--- config.mk ---
export PLATFORM = sky130hd
export DESIGN_NAME = shk_ctrl_slave
export DESIGN_NICKNAME = d
export VERILOG_FILES = /design/src/rtl/shk_ctrl_slave.sv
export SDC_FILE = /design/constraint.sdc
export NUM_CORES = 1
export LEC_CHECK = 0
export ABC_CLOCK_PERIOD_IN_PS = 2700
export CAP_MARGIN = 30
export CORE_ASPECT_RATIO = 0.7
export CORE_MARGIN = 2
export CORE_UTILIZATION = 25
export CTS_CLUSTER_DIAMETER = 120
export CTS_CLUSTER_SIZE = 25
export DETAILED_ROUTE_END_ITERATION = 8
export DONT_BUFFER_PORTS = 1
export PLACE_DENSITY = 0.46
export SLEW_MARGIN = 20
export SYNTH_ARGS = -nofsm -noshare
export SYNTH_HDL_FRONTEND = slang
export SYNTH_SLANG_ARGS = --single-unit
export TNS_END_PERCENT = 1
--- constraint.sdc ---
create_clock -name s_sys_base_clock -period 2.7 [get_ports s_sys_base_clock]
set_clock_uncertainty 0.1 [all_clocks]
set_input_delay 0.54 -clock s_sys_base_clock [delete_from_list [all_inputs] [get_ports s_sys_base_clock]]
set_output_delay 0.54 -clock s_sys_base_clock [all_outputs]
set_load 0.01 [all_outputs]
--- src/rtl/shk_ctrl_slave.sv ---
// -----------------------------------------------------------------------------
// shk_ctrl_slave
//   Responder end of the shk_ctrl four-phase handshake. A master raises wvalid
//   with a command word (smosi) and a data word (dmosi). The request must stay
//   stable for SETL_CYC cycles. The block then performs one register write or
//   read, presents the status on smiso and the data on dmiso, and holds wready
//   until the master drops wvalid.
//
//   Ports
//     s_sys_base_clock   : clock, all logic on the rising edge
//     s_sys_base_reset   : synchronous active-high reset
//     s_shk_ctrl_wvalid  : master request level
//     s_shk_ctrl_smosi   : command {op, reserved, addr}; op=1 write, op=0 read
//     s_shk_ctrl_dmosi   : write data
//     s_shk_ctrl_wready  : response-valid level
//     s_shk_ctrl_smiso   : status {op, err, smosi[WD_SYNC-3:0]}
//     s_shk_ctrl_dmiso   : read data, or the echoed write data for a write
//     m_reg_data         : flat register bank, reg k at [k*WD_DLAY +: WD_DLAY]
//     m_reg_wstb         : high for the one execute cycle when reg k is written
// -----------------------------------------------------------------------------
module shk_ctrl_slave #(
  parameter int WD_SYNC  = 16,
  parameter int WD_DLAY  = 15,
  parameter int WD_ADDR  = 4,
  parameter int NUM_REGS = 16,
  parameter int SETL_CYC = 4
) (
  input  logic                         s_sys_base_clock,
  input  logic                         s_sys_base_reset,
  input  logic                         s_shk_ctrl_wvalid,
  input  logic [WD_SYNC-1:0]           s_shk_ctrl_smosi,
  input  logic [WD_DLAY-1:0]           s_shk_ctrl_dmosi,
  output logic                         s_shk_ctrl_wready,
  output logic [WD_SYNC-1:0]           s_shk_ctrl_smiso,
  output logic [WD_DLAY-1:0]           s_shk_ctrl_dmiso,
  output logic [NUM_REGS*WD_DLAY-1:0]  m_reg_data,
  output logic [NUM_REGS-1:0]          m_reg_wstb
);

  localparam int WD_CNT = (SETL_CYC > 1) ? $clog2(SETL_CYC) : 1;

  typedef enum logic [1:0] {IDLE, SETL, EXEC, RESP} state_t;

  state_t               state;
  logic                 r_wvalid;
  logic [WD_SYNC-1:0]   r_smosi;
  logic [WD_DLAY-1:0]   r_dmosi;
  logic [WD_SYNC-1:0]   cap_smosi;
  logic [WD_DLAY-1:0]   cap_dmosi;
  logic [WD_CNT-1:0]    cnt;
  logic                 armed;
  logic [WD_DLAY-1:0]   regs [NUM_REGS];

  // Address decode of the captured command. An address with no matching
  // register is an error, so err falls out of the one-hot hit vector.
  logic                 cap_op;
  logic [WD_ADDR-1:0]   cap_addr;
  logic [NUM_REGS-1:0]  hit;
  logic                 cap_err;
  logic [WD_DLAY-1:0]   rd_data;

  assign cap_op   = cap_smosi[WD_SYNC-1];
  assign cap_addr = cap_smosi[WD_ADDR-1:0];
  assign cap_err  = ~|hit;

  // NOTE: every signal written in always_comb gets a default first, so no
  // path leaves it unassigned and no latch is inferred.
  always_comb begin
    hit     = '0;
    rd_data = '0;
    for (int k = 0; k < NUM_REGS; k++) begin
      hit[k] = (cap_addr == WD_ADDR'(k));
      if (hit[k]) rd_data = regs[k];
    end
  end

  for (genvar k = 0; k < NUM_REGS; k++) begin : g_reg_out
    assign m_reg_data[k*WD_DLAY +: WD_DLAY] = regs[k];
  end

  // NOTE: all state below updates with non-blocking assignments so every
  // register samples pre-edge values, independent of statement order.
  always_ff @(posedge s_sys_base_clock) begin
    if (s_sys_base_reset) begin
      // The sampled request resets to "busy": a wvalid held through reset
      // must be seen low before the block re-arms.
      r_wvalid          <= 1'b1;
      r_smosi           <= '0;
      r_dmosi           <= '0;
      state             <= IDLE;
      cnt               <= '0;
      armed             <= 1'b0;
      cap_smosi         <= '0;
      cap_dmosi         <= '0;
      s_shk_ctrl_wready <= 1'b0;
      s_shk_ctrl_smiso  <= '0;
      s_shk_ctrl_dmiso  <= '0;
      m_reg_wstb        <= '0;
      // NOTE: the register bank is software-visible state with defined
      // post-reset contents, so it is built from resettable flops, not RAM.
      for (int k = 0; k < NUM_REGS; k++) regs[k] <= '0;
    end else begin
      r_wvalid   <= s_shk_ctrl_wvalid;
      r_smosi    <= s_shk_ctrl_smosi;
      r_dmosi    <= s_shk_ctrl_dmosi;
      m_reg_wstb <= '0;

      if (!r_wvalid) armed <= 1'b1;

      case (state)
        IDLE: begin
          if (r_wvalid && armed) begin
            state     <= SETL;
            cnt       <= '0;
            cap_smosi <= r_smosi;
            cap_dmosi <= r_dmosi;
            armed     <= 1'b0;
          end
        end

        SETL: begin
          if (!r_wvalid) begin
            state <= IDLE;
          end else if (r_smosi != cap_smosi || r_dmosi != cap_dmosi) begin
            cap_smosi <= r_smosi;
            cap_dmosi <= r_dmosi;
            cnt       <= '0;
          end else if (cnt == WD_CNT'(SETL_CYC - 1)) begin
            state <= EXEC;
            // Strobe is registered here so it is high during the execute cycle.
            m_reg_wstb <= cap_op ? hit : '0;
          end else begin
            cnt <= cnt + 1'b1;
          end
        end

        EXEC: begin
          for (int k = 0; k < NUM_REGS; k++) begin
            if (cap_op && hit[k]) regs[k] <= cap_dmosi;
          end
          s_shk_ctrl_smiso  <= {cap_op, cap_err, cap_smosi[WD_SYNC-3:0]};
          // rd_data is already zero for an unmapped address.
          s_shk_ctrl_dmiso  <= cap_op ? cap_dmosi : rd_data;
          s_shk_ctrl_wready <= 1'b1;
          state             <= RESP;
        end

        RESP: begin
          if (!r_wvalid) begin
            s_shk_ctrl_wready <= 1'b0;
            state             <= IDLE;
          end
        end

        default: state <= IDLE;
      endcase
    end
  end

endmodule

# == Word level (Yosys, flattened, before mapping) ==
# Memories as Yosys holds them, arrays and structs flattened.
# Index checks and enable logic that the tools add are counted.
# op_classes
addsub,1
eq_ne,28
muxes,123
n_bitwise,20
n_reduce_logical,29
# ops
op,count
15-bit two-way mux,36
1-bit two-way mux,70
16-bit two-way mux,3
"4-bit == test, second input constant",8
16-bit case mux with 2 select lines,1
15-bit case mux with 2 select lines,1
2-bit two-way mux,9
1-bit logical AND,17
"4-bit by 3-bit == test with 1-bit output, second input constant",4
16-bit != test,1
1-bit bitwise OR,16
16-bit OR reduction,1
15-bit != test,1
4-bit AND reduction,3
"3-bit != test, second input constant",3
"4-bit by 2-bit == test with 1-bit output, second input constant",2
"2-bit != test, second input constant",4
2-bit case mux with 4 select lines,1
"2-bit == test, second input constant",3
6-bit OR reduction,1
"4-bit by 1-bit == test with 1-bit output, second input constant",1
4-bit logical NOT,1
1-bit NOT,4
2-bit case mux with 2 select lines,1
other kinds (8),9
# totals
reg_bits,116
ram_bits,240
input_bits,34
out_inout_bits,288
mem_count,1
# memory_table
memory,words,word_bits,read_ports,rd_ports_with_merged_regs,wr,line,text
regs,16,15,16,0,16,52,logic [WD_DLAY-1:0] regs [NUM_REGS];

# == Logic depth before layout (Yosys ltp) ==
# Gate-level depths: netlist (run 1).
# logic_depth
ltp_word,18
mapped_depth,10

# == Least setup slack after synthesis (run 1) ==
# No wires, ideal clock.
# synth_timing
path_type,register to register
start,reg cap_smosi[0]
end,"mem regs[5][0], in the netlist regs[0][75], enable pin"
setup_time_ps,374
arrival_ps,1986
t_required_ps,2226
setup_slack_ps,240
stages_incl_launch_ff,9
period_less_slack_ps,2460
path_cell_list,dfxtp_1 buf_6 buf_4 buf_4 clkinv_1 clkbuf_1 nor2_1 nand2_1 nand2b_1
# synth_rtl
item,line,text
from (decl),48,logic [WD_SYNC-1:0] cap_smosi;
from (signal assigned),115,cap_smosi <= r_smosi;
from (signal assigned),125,cap_smosi <= r_smosi;
to (decl),52,

# == Worst setup path after layout (run 1) ==
# layout_timing
start,reg cap_smosi[1]
end,reg s_shk_ctrl_dmiso[2]
# layout_between
elab_chain_cells,18
# layout_lines
item,line,text
4-bit logical NOT,72,hit[k] = (cap_addr == WD_ADDR'(k));
15-bit two-way mux (15 in series),73,if (hit[k]) rd_data = regs[k];
15-bit two-way mux *,73,
15-bit two-way mux *,143,s_shk_ctrl_dmiso <= cap_op ? cap_dmosi : rd_data;
to (signal assigned),143,
to (decl),35,"output logic [WD_DLAY-1:0] s_shk_ctrl_dmiso,"
# Mark *: on every way between the ends. The rest lies on a longest branch, timed or not.
# A chain may end at the register's enable or synchronous reset.

==> results by group, run 1 <==
Power
  – Peak VDD IR: around 0.00035 V
  – Total power: just over 10 mW
  – Power Density: 603 mW/mm²
  – Pleak: about 5.7 nW

Worst setup path
  – Critical Path End Type: flip-flop
  – RR Startpoint: cap_smosi[1]
  – CP arrival: between 2 and 3 ns
  – Worst path cell trace: buf_12, buf_4, mux4_2, nand2_1, o21ai_0, nor3_1, a2111oi_0
  – Register-to-Register Setup Slack: 0.18 ns
  – Slowest CP cell: mux4_2
  – Startpoint types: flip-flop
  – FF-to-FF path depth: 7
  – R2R Path End: s_shk_ctrl_dmiso[2]
  – Worst path bufs/invs: 2
  – WP data required: slightly above 3 ns
  – Crit-path max cell delay: approximately 0.57 ns
  – Crit Path Max Fanout: 47
  – Top delay family on crit path: buffers and inverters
  – Crit path kind: reg -> reg

Layout
  – Area delta synth->final: 14.6%
  – Fin nets: between 1,000 and 1,500
  – Ratio of cells with drive above 1 in the final layout: around an eighth
  – Layout Cells excl Fill: between 2,000 and 2,500
  – Diodes inserted: 0
  – Fillers: approximately 6,000

Yosys
  – Yosys top cell area share: between 40% and 50%
  – Asr flop ratio synth: 0%
  – Register area share after synthesis: between 60% and 70%
  – Post-Syn Instances: about 1,200
  – EDFF count, synth: 240
  – Yosys reg bits: 356
  – Mapped Avg Cell Area: between 10 and 15 µm²
  – Mapped Nets: ~1,300
  – Synth unique cells: 57
  – Top_reg_cell synth: edfxtp_1
  – Synth Cell Area: about 0.015 mm²
  – Cell taking the most area after synthesis: edfxtp_1
  – YS warnings: 0
  – Largest cells by area after synthesis: edfxtp_1 (49%), dfxtp_1 (16%), nor2_1 (5.4%), mux4_2 (3.3%), mux2i_1 (3.2%)

Place
  – Gpl congestion: between 0.8 and 0.9
  – PortBufs: 0
  – Cell count after placement: about 2,000
  – Place WS: 0.0505 ns
  – Hpwl dp: between 40,000 and 50,000 µm

Clocking
  – Clk buf depth: 3
  – Num CTS Buffers: 18
  – Post-CTS setup buffers: 0
  – H-tree depth: 1
  – TritonCTS clock tree: done
  – Worst-Skew Late Latency: a little under 0.6 ns
  – Clock transition at the registers of the reported paths: 0.10 ns
  – Clk sinks: roughly 360
  – Root Driver: clkbuf_16

Floorplanning
  – Die ar.: approximately 0.06 mm²
  – Height of the chip: between 200 and 250 µm
  – Initial Util: between 20% and 30%
  – Top-Level Pins: between 300 and 400
  – Core area: approximately 0.06 mm²
  – Row count: between 70 and 80
  – Die W: ~300 µm

STA
  – Post-route setup slack: ~0.18 ns
  – Hold Vio Cnt, Final: 0
  – Final worst-path cycle share: between 90 and 100%
  – Unrepaired setup endpoints after global routing: false
  – Post-route setup TNS: 0 ns
  – Final setup vio count: 0
  – Slew HR: 42.0%
  – Worst hold margin: 0.0278 ns
  – Min Tclk post-route: approximately 2.5 ns
  – Worst-Margin Slew: ~0.87 ns
  – Final Max Tran Viols: 0
  – Fmax: about 400 MHz

GRT
  – GRT overflow: 0
  – Initial antenna violation count: 3
  – First-pass GRT wire length: between 80,000 and 90,000 µm
  – Vias in the first global route: 10,100
  – Global Route Usage Sum: between 15 and 20%
  – Largest net degree at the start of global routing: between 80 and 90

Hold path
  – Hold Path Class: in -> reg
  – Hold depth: 1
  – Hold Crit Endpoint: r_dmosi[6]
  – Hold path start: s_shk_ctrl_dmosi[6]

Routing
  – Average wire per cell in the routed design: around 30 µm
  – 1st-iter DRT viols: 882
  – DRC violations left: 0
  – DRT Pass-1 Iters: 7
  – Remaining antenna violation count: 0
  – Final wirelength: ~63,000 µm
  – Vias: 10,200
  – Post-DR vias/cell: a little under 5

Status
  – Run status: finished clean

Run
  – MaxCap Viol Count: 0
-- cells by family (layout without fill, tap and decap cells) --
| family | count (synthesis) | after routing | share of synthesized area, % |
|---|---|---|---|
| AO/OA/AOI/OAI | 197 | 197 | 8.48 |
| XOR/XNOR | 31 | 31 | 1.84 |
| adder cells (fa/ha/maj) | 1 | 1 | 0.0846 |
| buffers and inverters | 117 | 157 | 3.17 |
| flip-flops | 356 | 356 | 64.4 |
| multiplexers | 79 | 79 | 7.28 |
| AND/OR/NAND/NOR | 461 | 461 | 14.7 |
-- layout by cell type, fill, tap and decap left out, types with 6 or more instances in the layout --
cell type and instances:
o211ai_1 12, o221ai_1 9, o21ai_0 38, or3_1 9, nand2b_1 76, clkbuf_1 10, dlygate4sd3_1 9, a211oi_1 9
xor2_1 28, nor2_1 211, dfxtp_1 113, mux4_2 22, mux2i_1 48, a21oi_1 67, clkbuf_16 18, nor3_1 24
buf_12 10, edfxtp_1 240, nand2_1 66, nor2b_1 41, buf_4 81, and3_1 6, mux2_2 9, a22oi_1 12
a31oi_1 8, inv_1 21, a221oi_1 10, nor4_1 8
-- flip-flops by register name, summed over array words and instances (netlist names), 2 cells and up, named ones only --
name and cells:
cap_dmosi 15, cap_smosi 16, cnt 2, m_reg_wstb 16, r_dmosi 15, r_smosi 16
regs 240, s_shk_ctrl_dmiso 15, s_shk_ctrl_smiso 16
-- metrics by stage --
step	instance area [µm²]	util (%)
after global routing	16900	29.0
after global placement	16200	27.8
final	16900	29.0
after CTS	16900	29.0
after floorplan	14800	-
after detailed placement	16300	27.8
-- synth_stat cells, types with 10 or more instances --
cell type / instances
nor3_1: 24
mux4_2: 22
edfxtp_1: 240
o211ai_1: 12
inv_1: 21
nor2_1: 212
a221oi_1: 10
xor2_1: 28
dfxtp_1: 116
mux2i_1: 48
a21oi_1: 67
nand2_1: 66
clkbuf_1: 75
nor2b_1: 42
o21ai_0: 38
nand2b_1: 76
a22oi_1: 12
-- worst max-delay path by stage --
stage                             start                  end  slack, ns  depth (start not counted)
after floorplan            cap_smosi[0]          regs[0][75]       0.24                          8
after global placement     cap_smosi[2]         cap_dmosi[2]       0.09                          7
after detailed placement  cap_smosi[13]       m_reg_wstb[14]       0.05                          6
after CTS                 cap_smosi[13]       m_reg_wstb[14]       0.05                          6
after global routing      cap_smosi[13]        m_reg_wstb[6]       0.01                          6
final                      cap_smosi[1]  s_shk_ctrl_dmiso[2]       0.18                          7
-- cell type report --
type / count / area [µm²] / share of cell area (%)
clock buffer: 29 / 502 / 2.96
clock inverter: 3 / 62.6 / 0.369
inverter: 23 / 86.3 / 0.509
multi-input combinational: 769 / 4810 / 28.4
sequential: 356 / 9540 / 56.3
timing repair buffer: 102 / 953 / 5.63
tap: 798 / 998 / 5.89
-- per-layer routing --
metal	wire, µm	vias to the layer above	GRT usage (%)	part of all wire, %
li1	-	4460	-	-
met1	27200	5235	26.9	43
met2	27400	431	30.2	44
met3	6810	46	7.83	11
met4	1310	0	3.92	2.1
met5	0	-	0	0
-- report_power, final --
| group | internal, mW | switching (mW) |
|---|---|---|
| Clock | 1.42 | 1.90 |
| Combinational | 0.244 | 0.415 |
| Sequential | 5.98 | 0.257 |
-- what timing repair did --
action                                 4_1_cts  5_1_grt
setup endpoints to repair                    0       11
hold buffers                                10        0
endpoints found under the hold margin       64        0
resized for setup                            0        1
Note: power is estimated with default switching activity, not from simulation.
==> inputs of run 2 (changes only) <==
- CORE_UTILIZATION: 25 -> 45
- PLACE_DENSITY: 0.46 -> 0.68
==> run 2 against run 1 <==
Effect of this change: final cell count shrank 19%; combinational power shrank 8.9%; setup slack lost 0.086 ns; sequential power is essentially flat; non-clock buffer count shrank 18; critical endpoint unchanged; power shrank 2.7%; highest routed layer unchanged; fmax shrank 3.3%.
==> results by group, run 2 (synthesized netlist as in run 1, its figures left out) <==
Clocking
  – Clk sinks: 356 (unchanged)
  – Num CTS Buffers: 18 (unchanged)
  – H-tree depth: 1 (unchanged)
  – TritonCTS clock tree: done
  – Worst-Skew Late Latency: 0.54 ns (-0.04 ns)
  – Root Driver: clkbuf_16
  – Clk buf depth: 3 (unchanged)
  – Clock transition at the registers of the reported paths: 0.09 ns (about the same)

Worst setup path
  – Top delay family on crit path: multiplexers
  – Startpoint types: flip-flop
  – Crit-path max cell delay: 0.58 ns (about the same)
  – Crit path kind: reg -> reg
  – WP data required: 2.98 ns (-0.05 ns)
  – Crit Path Max Fanout: 55 (+17%)
  – Worst path cell trace: buf_12, mux4_2, mux2i_1, o21ai_0, nor3_1, a2111oi_0
  – Slowest CP cell: mux2i_1
  – CP arrival: 2.89 ns (+0.04 ns)
  – Critical Path End Type: flip-flop
  – Worst path bufs/invs: 1 (-1)

Floorplanning
  – Initial Util: 45.7% (+20 points)
  – Die ar.: 0.0344 mm² (-44%)
  – Top-Level Pins: 322 (unchanged)
  – Core area: 0.0323 mm² (-45%)
  – Die W: 221 µm (-25%)
  – Row count: 55 (-26%)
  – Height of the chip: 156 µm (-25%)

Layout
  – Commonest non-fill, non-tap cell in the layout: edfxtp_1
  – Ratio of cells with drive above 1 in the final layout: 11.9% (-0.68 points)
  – Commonest cells after routing, fill and taps aside: edfxtp_1 (240), nor2_1 (211), dfxtp_1 (113)
  – Largest register FFs: 240 (unchanged)
  – Diodes inserted: 0 (unchanged)
  – Fin nets: 1,287 (-1.4%)
  – Biggest register: regs
  – Final Cell Area: 0.0163 mm² (-4.1%)
  – Area delta synth->final: 9.88%

STA
  – Unrepaired setup endpoints after global routing: false
  – Final Max Tran Viols: 0 (unchanged)
  – Min Tclk post-route: 2.61 ns (+0.0860 ns)
  – Hold Vio Cnt, Final: 0 (unchanged)
  – Worst-Margin Slew: 0.869 ns (+0.00215 ns)
  – Slew HR: 41.8% (-0.14 points)
  – Fmax: 383 MHz (-3.3%)
  – Post-route setup TNS: 0 ns (unchanged)
  – Final worst-path cycle share: 96.7% (+3.2 points)
  – Final setup vio count: 0 (unchanged)

Place
  – PortBufs: 0 (unchanged)
  – DP Area: 0.0157 mm² (-3.5%)
  – Gpl congestion: 0.915 (+12%)
  – Hpwl dp: 38,400 µm (-18%)

GRT
  – First-pass GRT wire length: 73,400 µm (-14%)
  – Largest net degree at the start of global routing: 87 (+2.4%)
  – Initial antenna violation count: 1 (-2)
  – Vias in the first global route: 9,915 (-1.6%)
  – GRT overflow: 0 (unchanged)
  – Global Route Usage Sum: 30.0% (+10 points)

Hold path
  – Hold Path Class: in -> reg

Power
  – Total power: 9.94 mW (-2.7%)
  – Power Density: 612 mW/mm² (+1.4%)
  – Peak VDD IR: 0.000544 V (+54%)
  – Pleak: 5.57 nW (-1.9%)

Routing
  – Post-DR vias/cell: 6.18 (+26%)
  – DRC violations left: 0 (unchanged)
  – Average wire per cell in the routed design: 31.0 µm (+2.8%)
  – 1st-iter DRT viols: 1,078 (+22%)
  – Final wirelength: 52,400 µm (-16%)
  – DRT Pass-1 Iters: 5 (-2)
  – Vias: 10,400 (+2.6%)
  – Remaining antenna violation count: 0 (unchanged)

Run
  – MaxCap Viol Count: 0 (unchanged)

Status
  – Run status: finished clean
-- run 2: changes by cell type in the layout (fill, tap and decap cells not counted), sizes merged --
cell / before / now
buf: 93 / 84
bufinv: 1 / 0
clkbuf: 29 / 30
clkinv: 3 / 2
dlygate4sd3: 9 / 0
-- run 2: area by class of cell --
type	count	area, µm²
Clock buffer	30	517
Clock inverter	1	20.0
Inverter	23	86.3
Sequential cell	356	9540
Multi-Input combinational cell	769	4810
Fill cell	2867	16100
Timing Repair Buffer	84	751
Tap cell	427	534
-- run 2: worst paths after layout --
check | slack [ns] | depth (start not counted) | start | to
min reg2reg | 0.39 | 2 | cap_smosi[8] | s_shk_ctrl_smiso[8]
max reg2reg | 0.09 | 6 | cap_smosi[1] | s_shk_ctrl_dmiso[2]
max | 0.09 | 6 | cap_smosi[1] | s_shk_ctrl_dmiso[2]
min | 0.03 | 1 | s_shk_ctrl_wvalid | r_wvalid
-- run 2: worst register-to-register path: stages, from the launching register on --
cell and delay, ns:
dfxtp_4 0.37, buf_12 0.29, mux4_2 0.57, mux2i_1 0.58
o21ai_0 0.20, nor3_1 0.23, a2111oi_0 0.10
-- run 2: per-layer routing --
layer  track usage [%]  vias up  part of all wire [%]
li1                  -     4440                     -
met1              41.2     5252                    39
met2              46.0      688                    44
met3              10.6       60                    14
met4              6.22        0                   2.3
met5                 0        -                     0
-- run 2: what timing repair did --
item | 4_1_cts | 5_1_grt
hold buffers | 1 | 0
gates resized for setup | 0 | 1
setup buffers | 0 | 0
endpoints found under the setup margin | 0 | 8
endpoints found under the hold margin | 62 | 0
-- run 2: power by group --
part	total (mW)	switching [mW]	internal (mW)
logic	0.601	0.378	0.224
clock network	3.11	1.76	1.35
registers	6.23	0.247	5.98
total	9.94	2.39	7.55
-- run 2: stage by stage --
step | hold slack (ns) | instances | worst slack [ns] | util (%)
CTS | 0.00660 | 1690 | 0.114 | 50.2
global route | 0.00224 | 1690 | 0.0819 | 50.2
finish | 0.0285 | 1690 | 0.0892 | 50.2
global placement | 0.364 | 1657 | 0.214 | 48.4
floorplan | 0.351 | 1242 | 0.240 | -
detailed placement | 0.373 | 1658 | 0.148 | 48.5
